`config.mk`:
```
export PLATFORM = sky130hd
export DESIGN_NAME = cla_pipe_addsub_flat
export DESIGN_NICKNAME = d
export VERILOG_FILES = /design/src/rtl/cpu_alu_pkg.sv /design/src/rtl/cla_pipe_addsub_if.sv /design/src/rtl/cla_slice.sv /design/src/rtl/cla_pipe_addsub.sv /design/src/flat_wrapper.sv
export SDC_FILE = /design/constraint.sdc
export NUM_CORES = 1
export LEC_CHECK = 0
export BUFFER_PORTS_ARGS = -buffer_cell sky130_fd_sc_hd__buf_2
export CAP_MARGIN = 25
export CELL_PAD_IN_SITES_DETAIL_PLACEMENT = 0
export CELL_PAD_IN_SITES_GLOBAL_PLACEMENT = 1
export CORE_MARGIN = 2
export CORE_UTILIZATION = 45
export DETAILED_ROUTE_END_ITERATION = 16
export GPL_ROUTABILITY_DRIVEN = 0
export PLACE_DENSITY = 0.92
export REMOVE_ABC_BUFFERS = 1
export SLEW_MARGIN = 20
export SYNTH_ARGS = -nofsm -noshare
export SYNTH_HDL_FRONTEND = slang
export SYNTH_SLANG_ARGS = --single-unit
```
`constraint.sdc`:
```
create_clock -name clk -period 3.7 [get_ports clk]
set_input_delay 0.185 -clock clk [delete_from_list [all_inputs] [get_ports clk]]
set_output_delay 0.185 -clock clk [all_outputs]
set_load 0.1 [all_outputs]
```
`src/rtl/cpu_alu_pkg.sv`:
```
// -----------------------------------------------------------------------------
// cpu_alu_pkg
// Shared definitions for the CPU ALU datapath blocks.
//   alu_op_e       : add/subtract operation select (ALU_ADD / ALU_SUB)
//   DEFAULT_WIDTH  : default operand width of the pipelined adder/subtractor
//   DEFAULT_CHUNK  : default slice width resolved per pipeline stage
//   first_carry()  : carry injected into the least-significant slice
// -----------------------------------------------------------------------------
package cpu_alu_pkg;

    typedef enum logic [0:0] {
        ALU_ADD = 1'b0,
        ALU_SUB = 1'b1
    } alu_op_e;

    localparam int DEFAULT_WIDTH = 16;
    localparam int DEFAULT_CHUNK = 4;

    // Subtraction completes the two's-complement negation of B with a forced +1,
    // so the external carry-in only matters in add mode.
    function automatic logic first_carry(input logic sub, input logic cin);
        logic carry_s;
        if (sub == ALU_SUB) begin
            carry_s = 1'b1;
        end else begin
            carry_s = cin;
        end
        return carry_s;
    endfunction

endpackage

```
`src/rtl/cla_pipe_addsub_if.sv`:
```
// -----------------------------------------------------------------------------
// cla_pipe_addsub_if
// Operand/result handshake bundle for cla_pipe_addsub.
//   in_valid/in_ready   : operand beat handshake (producer -> adder)
//   in_a, in_b          : operands, WIDTH bits
//   in_sub              : 0 = A+B+cin, 1 = A-B
//   in_cin              : carry-in, add mode only
//   out_valid/out_ready : result beat handshake (adder -> consumer)
//   out_sum             : result, WIDTH bits
//   out_cout            : carry out of MSB (sub: 1 = no borrow)
//   out_ovf             : signed overflow
//   out_zero            : result is zero
// Modports: master = operand producer / result consumer, slave = the adder.
// -----------------------------------------------------------------------------
interface cla_pipe_addsub_if
    import cpu_alu_pkg::*;
#(
    parameter int WIDTH = DEFAULT_WIDTH
);

    logic             in_valid;
    logic             in_ready;
    logic [WIDTH-1:0] in_a;
    logic [WIDTH-1:0] in_b;
    logic             in_sub;
    logic             in_cin;
    logic             out_valid;
    logic             out_ready;
    logic [WIDTH-1:0] out_sum;
    logic             out_cout;
    logic             out_ovf;
    logic             out_zero;

    modport master (
        output in_valid, in_a, in_b, in_sub, in_cin, out_ready,
        input  in_ready, out_valid, out_sum, out_cout, out_ovf, out_zero
    );

    modport slave (
        input  in_valid, in_a, in_b, in_sub, in_cin, out_ready,
        output in_ready, out_valid, out_sum, out_cout, out_ovf, out_zero
    );

endinterface

```
`src/rtl/cla_slice.sv`:
```
// -----------------------------------------------------------------------------
// cla_slice
// Combinational CHUNK-bit carry-lookahead adder slice.
//   a, b      : slice operands (b already conditioned for subtraction)
//   cin       : carry into bit 0
//   s         : slice sum
//   cout      : carry out of the top bit
//   c_msb_in  : carry into the top bit (used for signed overflow)
// Every internal carry is a flat sum-of-products of generate/propagate terms
// and cin, so no carry depends on another carry.
// -----------------------------------------------------------------------------
module cla_slice #(
    parameter int CHUNK = 4
) (
    input  logic [CHUNK-1:0] a,
    input  logic [CHUNK-1:0] b,
    input  logic             cin,
    output logic [CHUNK-1:0] s,
    output logic             cout,
    output logic             c_msb_in
);

    logic [CHUNK-1:0] g_s;
    logic [CHUNK-1:0] p_s;
    logic [CHUNK:0]   c_s;

    assign g_s = a & b;
    assign p_s = a ^ b;

    // Lookahead carries: c[i+1] = g[i] | p[i]g[i-1] | ... | p[i..0]cin
    always_comb begin
        logic pp_s;
        c_s    = {(CHUNK + 1){1'b0}};
        pp_s   = 1'b0;
        c_s[0] = cin;
        for (int i = 0; i < CHUNK; i++) begin
            c_s[i+1] = g_s[i];
            pp_s     = p_s[i];
            for (int j = i - 1; j >= 0; j--) begin
                c_s[i+1] = c_s[i+1] | (pp_s & g_s[j]);
                pp_s     = pp_s & p_s[j];
            end
            c_s[i+1] = c_s[i+1] | (pp_s & cin);
        end
    end

    assign s        = p_s ^ c_s[CHUNK-1:0];
    assign cout     = c_s[CHUNK];
    assign c_msb_in = c_s[CHUNK-1];

endmodule

```
`src/rtl/cla_pipe_addsub.sv`:
```
// -----------------------------------------------------------------------------
// cla_pipe_addsub
// Pipelined carry-lookahead adder/subtractor. Operands are cut into
// N = WIDTH/CHUNK slices; stage k resolves slice k using the carry registered
// by stage k-1, so one result per cycle leaves after N register stages.
//   clk      : clock, rising edge
//   rst      : synchronous active-high reset, discards all in-flight beats
//   bus      : cla_pipe_addsub_if.slave (operand in, result out, valid/ready)
// The whole pipe shifts as one unit whenever the output slot is empty or being
// drained; bubbles travel like valid beats. The last stage register drives the
// outputs directly, so a stalled result is held stable.
// -----------------------------------------------------------------------------
module cla_pipe_addsub
    import cpu_alu_pkg::*;
#(
    parameter int WIDTH = DEFAULT_WIDTH,
    parameter int CHUNK = DEFAULT_CHUNK
) (
    input  logic                  clk,
    input  logic                  rst,
    cla_pipe_addsub_if.slave      bus
);

    localparam int N = WIDTH / CHUNK;

    if ((CHUNK < 1) || ((WIDTH % CHUNK) != 0)) begin : g_bad_params
        $error("cla_pipe_addsub: WIDTH must be a positive integer multiple of CHUNK");
    end

    logic             adv_s;
    logic [WIDTH-1:0] b_eff_s;
    logic             carry0_s;
    logic             ovf_r;
    logic             zero_r;

    // Operand conditioning: subtraction feeds ~B with a forced carry of 1
    always_comb begin
        b_eff_s  = {WIDTH{1'b0}};
        carry0_s = first_carry(bus.in_sub, bus.in_cin);
        if (bus.in_sub == ALU_SUB) begin
            b_eff_s = ~bus.in_b;
        end else begin
            b_eff_s = bus.in_b;
        end
    end

    // Shift when nothing is waiting at the output or it is being taken now;
    // depends only on out_valid/out_ready, never on in_valid.
    assign adv_s        = !g_stage[N-1].valid_r || bus.out_ready;
    assign bus.in_ready = adv_s;

    for (genvar k = 0; k < N; k++) begin : g_stage
        // Operand word arriving at this stage: slices below k already hold sum
        // bits, slices k and above still hold A. B' only carries what is left.
        logic                      src_valid_s;
        logic                      src_carry_s;
        logic [WIDTH-1:0]          src_mix_s;
        logic [WIDTH-1:k*CHUNK]    src_b_s;
        logic [CHUNK-1:0]          slice_sum_s;
        logic                      slice_cout_s;
        logic                      slice_cmsb_s;
        logic [WIDTH-1:0]          next_mix_s;
        logic                      valid_r;
        logic                      carry_r;
        logic [WIDTH-1:0]          mix_r;

        if (k == 0) begin : g_src_in
            assign src_valid_s = bus.in_valid;
            assign src_carry_s = carry0_s;
            assign src_mix_s   = bus.in_a;
            assign src_b_s     = b_eff_s;
        end else begin : g_src_prev
            assign src_valid_s = g_stage[k-1].valid_r;
            assign src_carry_s = g_stage[k-1].carry_r;
            assign src_mix_s   = g_stage[k-1].mix_r;
            assign src_b_s     = g_stage[k-1].g_fwd.b_r;
        end

        cla_slice #(
            .CHUNK    (CHUNK)
        ) u_slice (
            .a        (src_mix_s[k*CHUNK +: CHUNK]),
            .b        (src_b_s[k*CHUNK +: CHUNK]),
            .cin      (src_carry_s),
            .s        (slice_sum_s),
            .cout     (slice_cout_s),
            .c_msb_in (slice_cmsb_s)
        );

        // Replace slice k of the travelling word with its resolved sum bits
        always_comb begin
            next_mix_s                   = src_mix_s;
            next_mix_s[k*CHUNK +: CHUNK] = slice_sum_s;
        end

        // Stage register: valid, carry into next slice, partially resolved word
        always_ff @(posedge clk) begin
            if (rst) begin
                valid_r <= 1'b0;
                carry_r <= 1'b0;
                mix_r   <= {WIDTH{1'b0}};
            end else if (adv_s) begin
                valid_r <= src_valid_s;
                carry_r <= slice_cout_s;
                mix_r   <= next_mix_s;
            end
        end

        if (k < N - 1) begin : g_fwd
            logic                        cmsb_unused_s;
            logic [WIDTH-1:(k+1)*CHUNK]  b_r;

            // Only the final slice's MSB carry matters for overflow
            assign cmsb_unused_s = slice_cmsb_s;

            // Forward the B' slices that later stages have not consumed yet
            always_ff @(posedge clk) begin
                if (rst) begin
                    b_r <= {(WIDTH - (k + 1) * CHUNK){1'b0}};
                end else if (adv_s) begin
                    b_r <= src_b_s[WIDTH-1:(k+1)*CHUNK];
                end
            end
        end else begin : g_flags
            // Result flags; carry-in to MSB differing from carry-out is exactly
            // the case of equal-sign operands producing an opposite-sign sum.
            always_ff @(posedge clk) begin
                if (rst) begin
                    ovf_r  <= 1'b0;
                    zero_r <= 1'b0;
                end else if (adv_s) begin
                    ovf_r  <= slice_cmsb_s ^ slice_cout_s;
                    zero_r <= (next_mix_s == {WIDTH{1'b0}});
                end
            end
        end
    end

    assign bus.out_valid = g_stage[N-1].valid_r;
    assign bus.out_sum   = g_stage[N-1].mix_r;
    assign bus.out_cout  = g_stage[N-1].carry_r;
    assign bus.out_ovf   = ovf_r;
    assign bus.out_zero  = zero_r;

endmodule

```
`src/flat_wrapper.sv`:
```
// flat-port wrapper written by rule: the top's interface ports become plain ports
module cla_pipe_addsub_flat import cpu_alu_pkg::*;
#(
    parameter int WIDTH = DEFAULT_WIDTH,
    parameter int CHUNK = DEFAULT_CHUNK
)
  (clk, rst, bus_in_valid, bus_in_a, bus_in_b, bus_in_sub, bus_in_cin, bus_out_ready, bus_in_ready, bus_out_valid, bus_out_sum, bus_out_cout, bus_out_ovf, bus_out_zero);
  cla_pipe_addsub_if #(.WIDTH(WIDTH)) bus_i ();
  input  logic clk;
  input  logic rst;
  input wire logic [$bits(bus_i.in_valid)-1:0] bus_in_valid;
  input wire logic [$bits(bus_i.in_a)-1:0] bus_in_a;
  input wire logic [$bits(bus_i.in_b)-1:0] bus_in_b;
  input wire logic [$bits(bus_i.in_sub)-1:0] bus_in_sub;
  input wire logic [$bits(bus_i.in_cin)-1:0] bus_in_cin;
  input wire logic [$bits(bus_i.out_ready)-1:0] bus_out_ready;
  output wire logic [$bits(bus_i.in_ready)-1:0] bus_in_ready;
  output wire logic [$bits(bus_i.out_valid)-1:0] bus_out_valid;
  output wire logic [$bits(bus_i.out_sum)-1:0] bus_out_sum;
  output wire logic [$bits(bus_i.out_cout)-1:0] bus_out_cout;
  output wire logic [$bits(bus_i.out_ovf)-1:0] bus_out_ovf;
  output wire logic [$bits(bus_i.out_zero)-1:0] bus_out_zero;
  assign bus_i.in_valid = bus_in_valid;
  assign bus_i.in_a = bus_in_a;
  assign bus_i.in_b = bus_in_b;
  assign bus_i.in_sub = bus_in_sub;
  assign bus_i.in_cin = bus_in_cin;
  assign bus_i.out_ready = bus_out_ready;
  assign bus_in_ready = bus_i.in_ready;
  assign bus_out_valid = bus_i.out_valid;
  assign bus_out_sum = bus_i.out_sum;
  assign bus_out_cout = bus_i.out_cout;
  assign bus_out_ovf = bus_i.out_ovf;
  assign bus_out_zero = bus_i.out_zero;
  cla_pipe_addsub #(.WIDTH(WIDTH), .CHUNK(CHUNK)) u_core (.clk(clk), .rst(rst), .bus(bus_i));
endmodule
```
**Yosys cells after proc, flatten, opt, wreduce, memory -nomap -nowiden**

Cells that the tools add are included.

- Bits in registers: 98
- Input port bits: 38
- Output and inout port bits: 21
- Word-level logic and storage cells: 140

- Mux-type cells: 2
- Bitwise gates (word level): 118
- Reductions and logical operators: 3

Operators with widths:

| kind | count |
|---|---|
| $and A1 B1 Y1 | 64 |
| $or A1 B1 Y1 | 40 |
| $xor A4 B4 Y4 | 8 |
| $and A4 B4 Y4 | 4 |
| $logic_not A16 Y1 | 1 |
| $mux W16 | 1 |
| $not A16 Y16 | 1 |
| $logic_not A1 Y1 | 1 |
| $logic_or A1 B1 Y1 | 1 |
| $mux W1 | 1 |
| $xor A1 B1 Y1 | 1 |

**Depth between registers and ports, before layout**

- Word-level depth: 8
- Gate-level depth with buffers: 8
- Mapped depth without buffers: 6

**Hierarchy**

From an unflattened synthesis, not the netlist that was laid out.

- Cell total of the unflattened synthesis: 499
- Area total of the unflattened synthesis: 4269.1 um^2

By module, submodules not included:

| module | instances | cells each | area an instance (um^2) | sequential area each (um^2) |
|---|---|---|---|---|
| cla_pipe_addsub | 1 | 439 | 3693.5 | 1961.9 |
| cla_slice at u_core.g_stage[1].u_slice ... | 3 | 14 | 140.1 | 0.0 |
| cla_slice at u_core.g_stage[0].u_slice | 1 | 18 | 155.1 | 0.0 |

**Worst setup path before layout**

Ideal clock, no wire load.

- Path kind: flip-flop to flip-flop
- Start point: register u_core.g_stage[3].valid_r, in the netlist u_core.bus.out_valid
- End point: register u_core.g_stage[0].g_fwd.b_r[10] in the netlist's numbering
- Setup time: 86 ps
- Arrival time: 2060 ps
- Data required time: 3614 ps
- Setup slack: 1554 ps
- Stages on the path, launching flop included: 7
- Buffers on the path: 3
- Clock period less this slack: 2146 ps
- Cells stage by stage: dfxtp_1 > nor2b_1 > buf_2 > inv_2 > buf_2 > buf_2 > a211oi_1

- Word-level cells in the longest chain between the ends: 2

RTL lines:

| element | line | text |
|---|---|---|
| from (decl) | cla_pipe_addsub.sv:63 | `logic valid_r;` |
| from (signal assigned) | cla_pipe_addsub.sv:103 | `valid_r <= src_valid_s;` |
| $logic_not A1 Y1 | cla_pipe_addsub.sv:49 | `assign adv_s = !g_stage[N-1].valid_r \|\| bus.out_ready;` |
| $logic_or A1 B1 Y1 | cla_pipe_addsub.sv:49 |  |
| net bus_in_ready | flat_wrapper.sv:17 | `output wire logic [$bits(bus_i.in_ready)-1:0] bus_in_ready;` |
| to (signal assigned) | cla_pipe_addsub.sv:119 | `b_r <= {(WIDTH - (k + 1) * CHUNK){1'b0}};` |
| to (signal assigned) | cla_pipe_addsub.sv:121 | `b_r <= src_b_s[WIDTH-1:(k+1)*CHUNK];` |
| to (decl) | cla_pipe_addsub.sv:111 | `logic [WIDTH-1:(k+1)*CHUNK] b_r;` |

The timed path passes the listed nets, and every way through them passes these cells.
A chain may end at the register's enable or synchronous reset.

**Worst setup path in the final report**

- Start point: register u_core.g_stage[3].valid_r, in the netlist u_core.bus.out_valid
- End point: output bus_in_ready

- Word-level cells in the longest chain between the ends: 2

RTL lines:

| element | line |
|---|---|
| $logic_not A1 Y1 | cla_pipe_addsub.sv:49 |
| $logic_or A1 B1 Y1 | cla_pipe_addsub.sv:49 |
| to (decl) | flat_wrapper.sv:17 |

Every way passes these cells.

==> metrics.md <==
| Metric | Value |
|---|---|
| #FFs+latches synth | 98 |
| Die extent in x | 100 µm |
| I/O pins | slightly below 60 |
| Commonest non-fill, non-tap cell in the layout | nand2_1 |
| DIE AREA | 0.0101 mm² |
| Placed Cells incl. Taps | 650 |
| H-tree levels | 3 |
| CTS sink cnt | 98 |
| Hold path startpoint | bus_in_a[11] |
| Final setup vio count | 0 |
| Initial antenna violation count | 0 |
| DPL Wire Length | 5.27 mm |
| Max-slew headroom | 37.1% |
| Area growth syn-to-layout | 12.3% |
| Largest net degree at the start of global routing | 97 |
| Post-Syn Instances | 513 |
| Crit. End Element | output pin |
| Hold Buf Count CTS | 0 |
| Req. time, crit path | 3.51 ns |
| DRT iter0 DRCs | between 100 and 150 |
| RSZ-0062 raised after global routing | false |
| Grt total ovfl | 0 |
| Netlist cell types | 36 |
| Switching portion of total power | 27.4% |
| Tcrit/Tclk final | approximately half |
| Mean Syn Cell Area | 8.16 µm² |
| Slowest stage cell, crit path | buf_2 |
| Via count | 3401 |
| Number of buffers added for setup after CTS | 0 |
| Outcome | complete, no violations |
| Clock slew at reported path FFs | 0.09 ns |
| Total Routing Usage GR | 17.0% |
| Min Clock Period, post-route | 1.88 ns |
| Worst path max stage delay | 0.52 ns |
| Warning count from the yosys run | 0 |
| Pwr per Cell Area | roughly 460 mW/mm² |
| MaxCap Viol Count | 0 |
| Final hold viol count | 0 |
| Std-Cell Rows | 35 |
| Critical path data arrival time | around 1.7 ns |
| Util after Layout | 51.3% |
| Layout net count | just over 600 |
| R2r startpoint | u_core.bus.out_valid |
| Post-synthesis cell area | between 0.004 and 0.005 mm² |
| Register area share after synthesis | between 40% and 50% |
| DRC | 0 |
| Worst-Margin Slew | 0.944 ns |
| Leak Pwr | 1.97 nW |
| TritonCTS Buffers | 9 |
| Crit Path Class | flip-flop to output pin |
| P_sw | 0.000590 W |
| Layout cells sized above 1 | around 14% |
| Die Ht | 100 µm |
| DR WL/cell | ~12 µm |
| Comb power frac | approximately 14% |
| CTS tree | done |
| Peak VDD IR | 237 µV |
| Startpoint type of the worst setup path | flip-flop |
| Max Freq | roughly 530 MHz |
| Clk pwr share | 31.8% |
| Antenna Cells | 0 |
| Via density | 5.11 |
| Most frequent cells in the layout | nand2_1 (142), dfxtp_1 (98), a21oi_1 (73) |
| Final WL | 8.16 mm |
| Class of the worst hold path | primary input to flip-flop |
| Core area | approximately 0.0092 mm² |
| First-pass GRT wire length | 13.8 mm |
| Initial core utilization | 45.7% |
| Clock Latency Late Sink | about 0.36 ns |
| CTS resizes | 0 |
| Seq pwr share | 53.9% |
| Critical Path, Cell by Cell | nor2b_4 > inv_2 > buf_2 |
| Crit path max fanout | 30 |
| CP Launch Point | u_core.bus.out_valid |
| Max Buffers Root-to-Sink | 2 |
| Pint | 0.00156 W |
| Final ANT Viol Nets | 0 |
| Clock skew | 0.0128 ns |
| Final Instance Count excl. Fillers | about 670 |
| Pre-antenna DRT Iters | 4 |
| CTS root buffer | clkbuf_8 |
| Slew Limit Fails | 0 |
| PortBufs | 58 |
| Vias in the first global route | 3073 |
## per-stage QoR
step	total power [W]	area [µm²]	worst slack, ns	setup TNS (ns)	hold slack [ns]
after floorplan	0.00140	4030	-3.35	-291.43	0.254
after global placement	0.00149	4510	1.67	0	0.431
after detailed placement	0.00150	4510	1.63	0	0.436
after CTS	0.00218	4700	1.79	0	0.0428
after global routing	0.00226	4700	1.73	0	0.0449
final	0.00215	4700	1.82	0	0.0584
## routing by layer
metal / global-route usage (%) / share of wire, % / vias to the layer above
li1: - / - / 1787
met1: 22.3 / 49 / 1553
met2: 27.4 / 46 / 49
met3: 3.13 / 3.2 / 12
met4: 7.59 / 2.0 / 0
met5: 0 / 0 / -
## critical path: cells and delay by family, from the launching register on
kind                   cells  cell delay, ns
buffers and inverters      2            0.88
DFF                        1            0.32
and+or+nand+nor            1            0.12
## final cells by class
| class | instances | area (µm²) |
|---|---|---|
| Clock buffer | 11 | 141 |
| Clock inverter | 4 | 52.6 |
| Fill cell | 888 | 4450 |
| Inverter | 15 | 56.3 |
| Multi-Input combinational cell | 364 | 2020 |
| Sequential cell | 98 | 1960 |
| Tap cell | 111 | 139 |
| Timing Repair Buffer | 62 | 333 |
## worst paths after layout
| path | end | slack, ns | cells past startpoint |
|---|---|---|---|
| hold / removal | u_core.g_stage[0].mix_r[11] | 0.06 | 3 |
| hold reg to reg | u_core.bus.out_sum[7] | 0.45 | 2 |
| setup reg to reg | u_core.g_stage[0].mix_r[3] | 1.94 | 6 |
| setup / recovery | bus_in_ready | 1.82 | 3 |
## cell usage after synthesis
cell	count	area share [%]
nor3_1	6	0.72
dfxtp_1	98	47
buf_1	3	0.27
o21ai_0	3	0.36
or2_1	1	0.15
inv_1	14	1.3
clkbuf_1	19	1.7
a22oi_1	1	0.18
nand3_1	15	1.8
or4_1	1	0.18
a211o_1	1	0.21
nor2_1	26	2.3
nor4_1	2	0.30
a221oi_1	3	0.63
a2bb2oi_1	2	0.42
nand2_1	142	13
a31oi_1	4	0.60
o211a_1	2	0.48
ha_1	16	4.8
a211oi_1	16	2.9
buf_6	1	0.27
a21o_1	5	0.90
buf_2	13	1.6
o21ai_1	6	0.72
nand3b_1	2	0.36
nor4b_1	4	0.84
o21a_1	2	0.36
nor2b_1	1	0.15
or3_1	2	0.30
a21oi_1	73	8.7
fa_1	4	1.9
xor2_1	6	1.3
xnor2_1	16	3.3
and3_1	1	0.15
a311o_1	1	0.24
inv_2	1	0.090
## registers in the layout, indices dropped and copies added, names as in the netlist
| register | cells |
|---|---|
| u_core.g_stage.g_fwd.b_r | 24 |
| u_core.bus.out_zero | 1 |
| u_core.bus.out_sum | 16 |
| u_core.g_stage.carry_r | 3 |
| u_core.bus.out_valid | 1 |
| u_core.g_stage.valid_r | 3 |
| u_core.bus.out_cout | 1 |
| u_core.g_stage.mix_r | 48 |
| u_core.bus.out_ovf | 1 |
## power groups by stage
stage	Sequential [W]	Combinational [W]	Clock (W)
after floorplan	0.00124	0.000158	0
after global placement	0.00119	0.000302	0
after detailed placement	0.00119	0.000309	0
after CTS	0.00116	0.000311	0.000708
after global routing	0.00117	0.000343	0.000747
final	0.00116	0.000307	0.000685
## cell families (layout without fill, tap and decap cells)
family          Yosys count  after routing  share of synthesized area (%)
compound gates          119            119                           16.7
xor+xnor                 22             22                           4.60
fa+ha+maj                20             20                           6.70
buf+inv                  51             92                           5.14
flops                    98             98                           46.9
simple gates            203            203                           20.0
(Power assumes the default switching activity.)
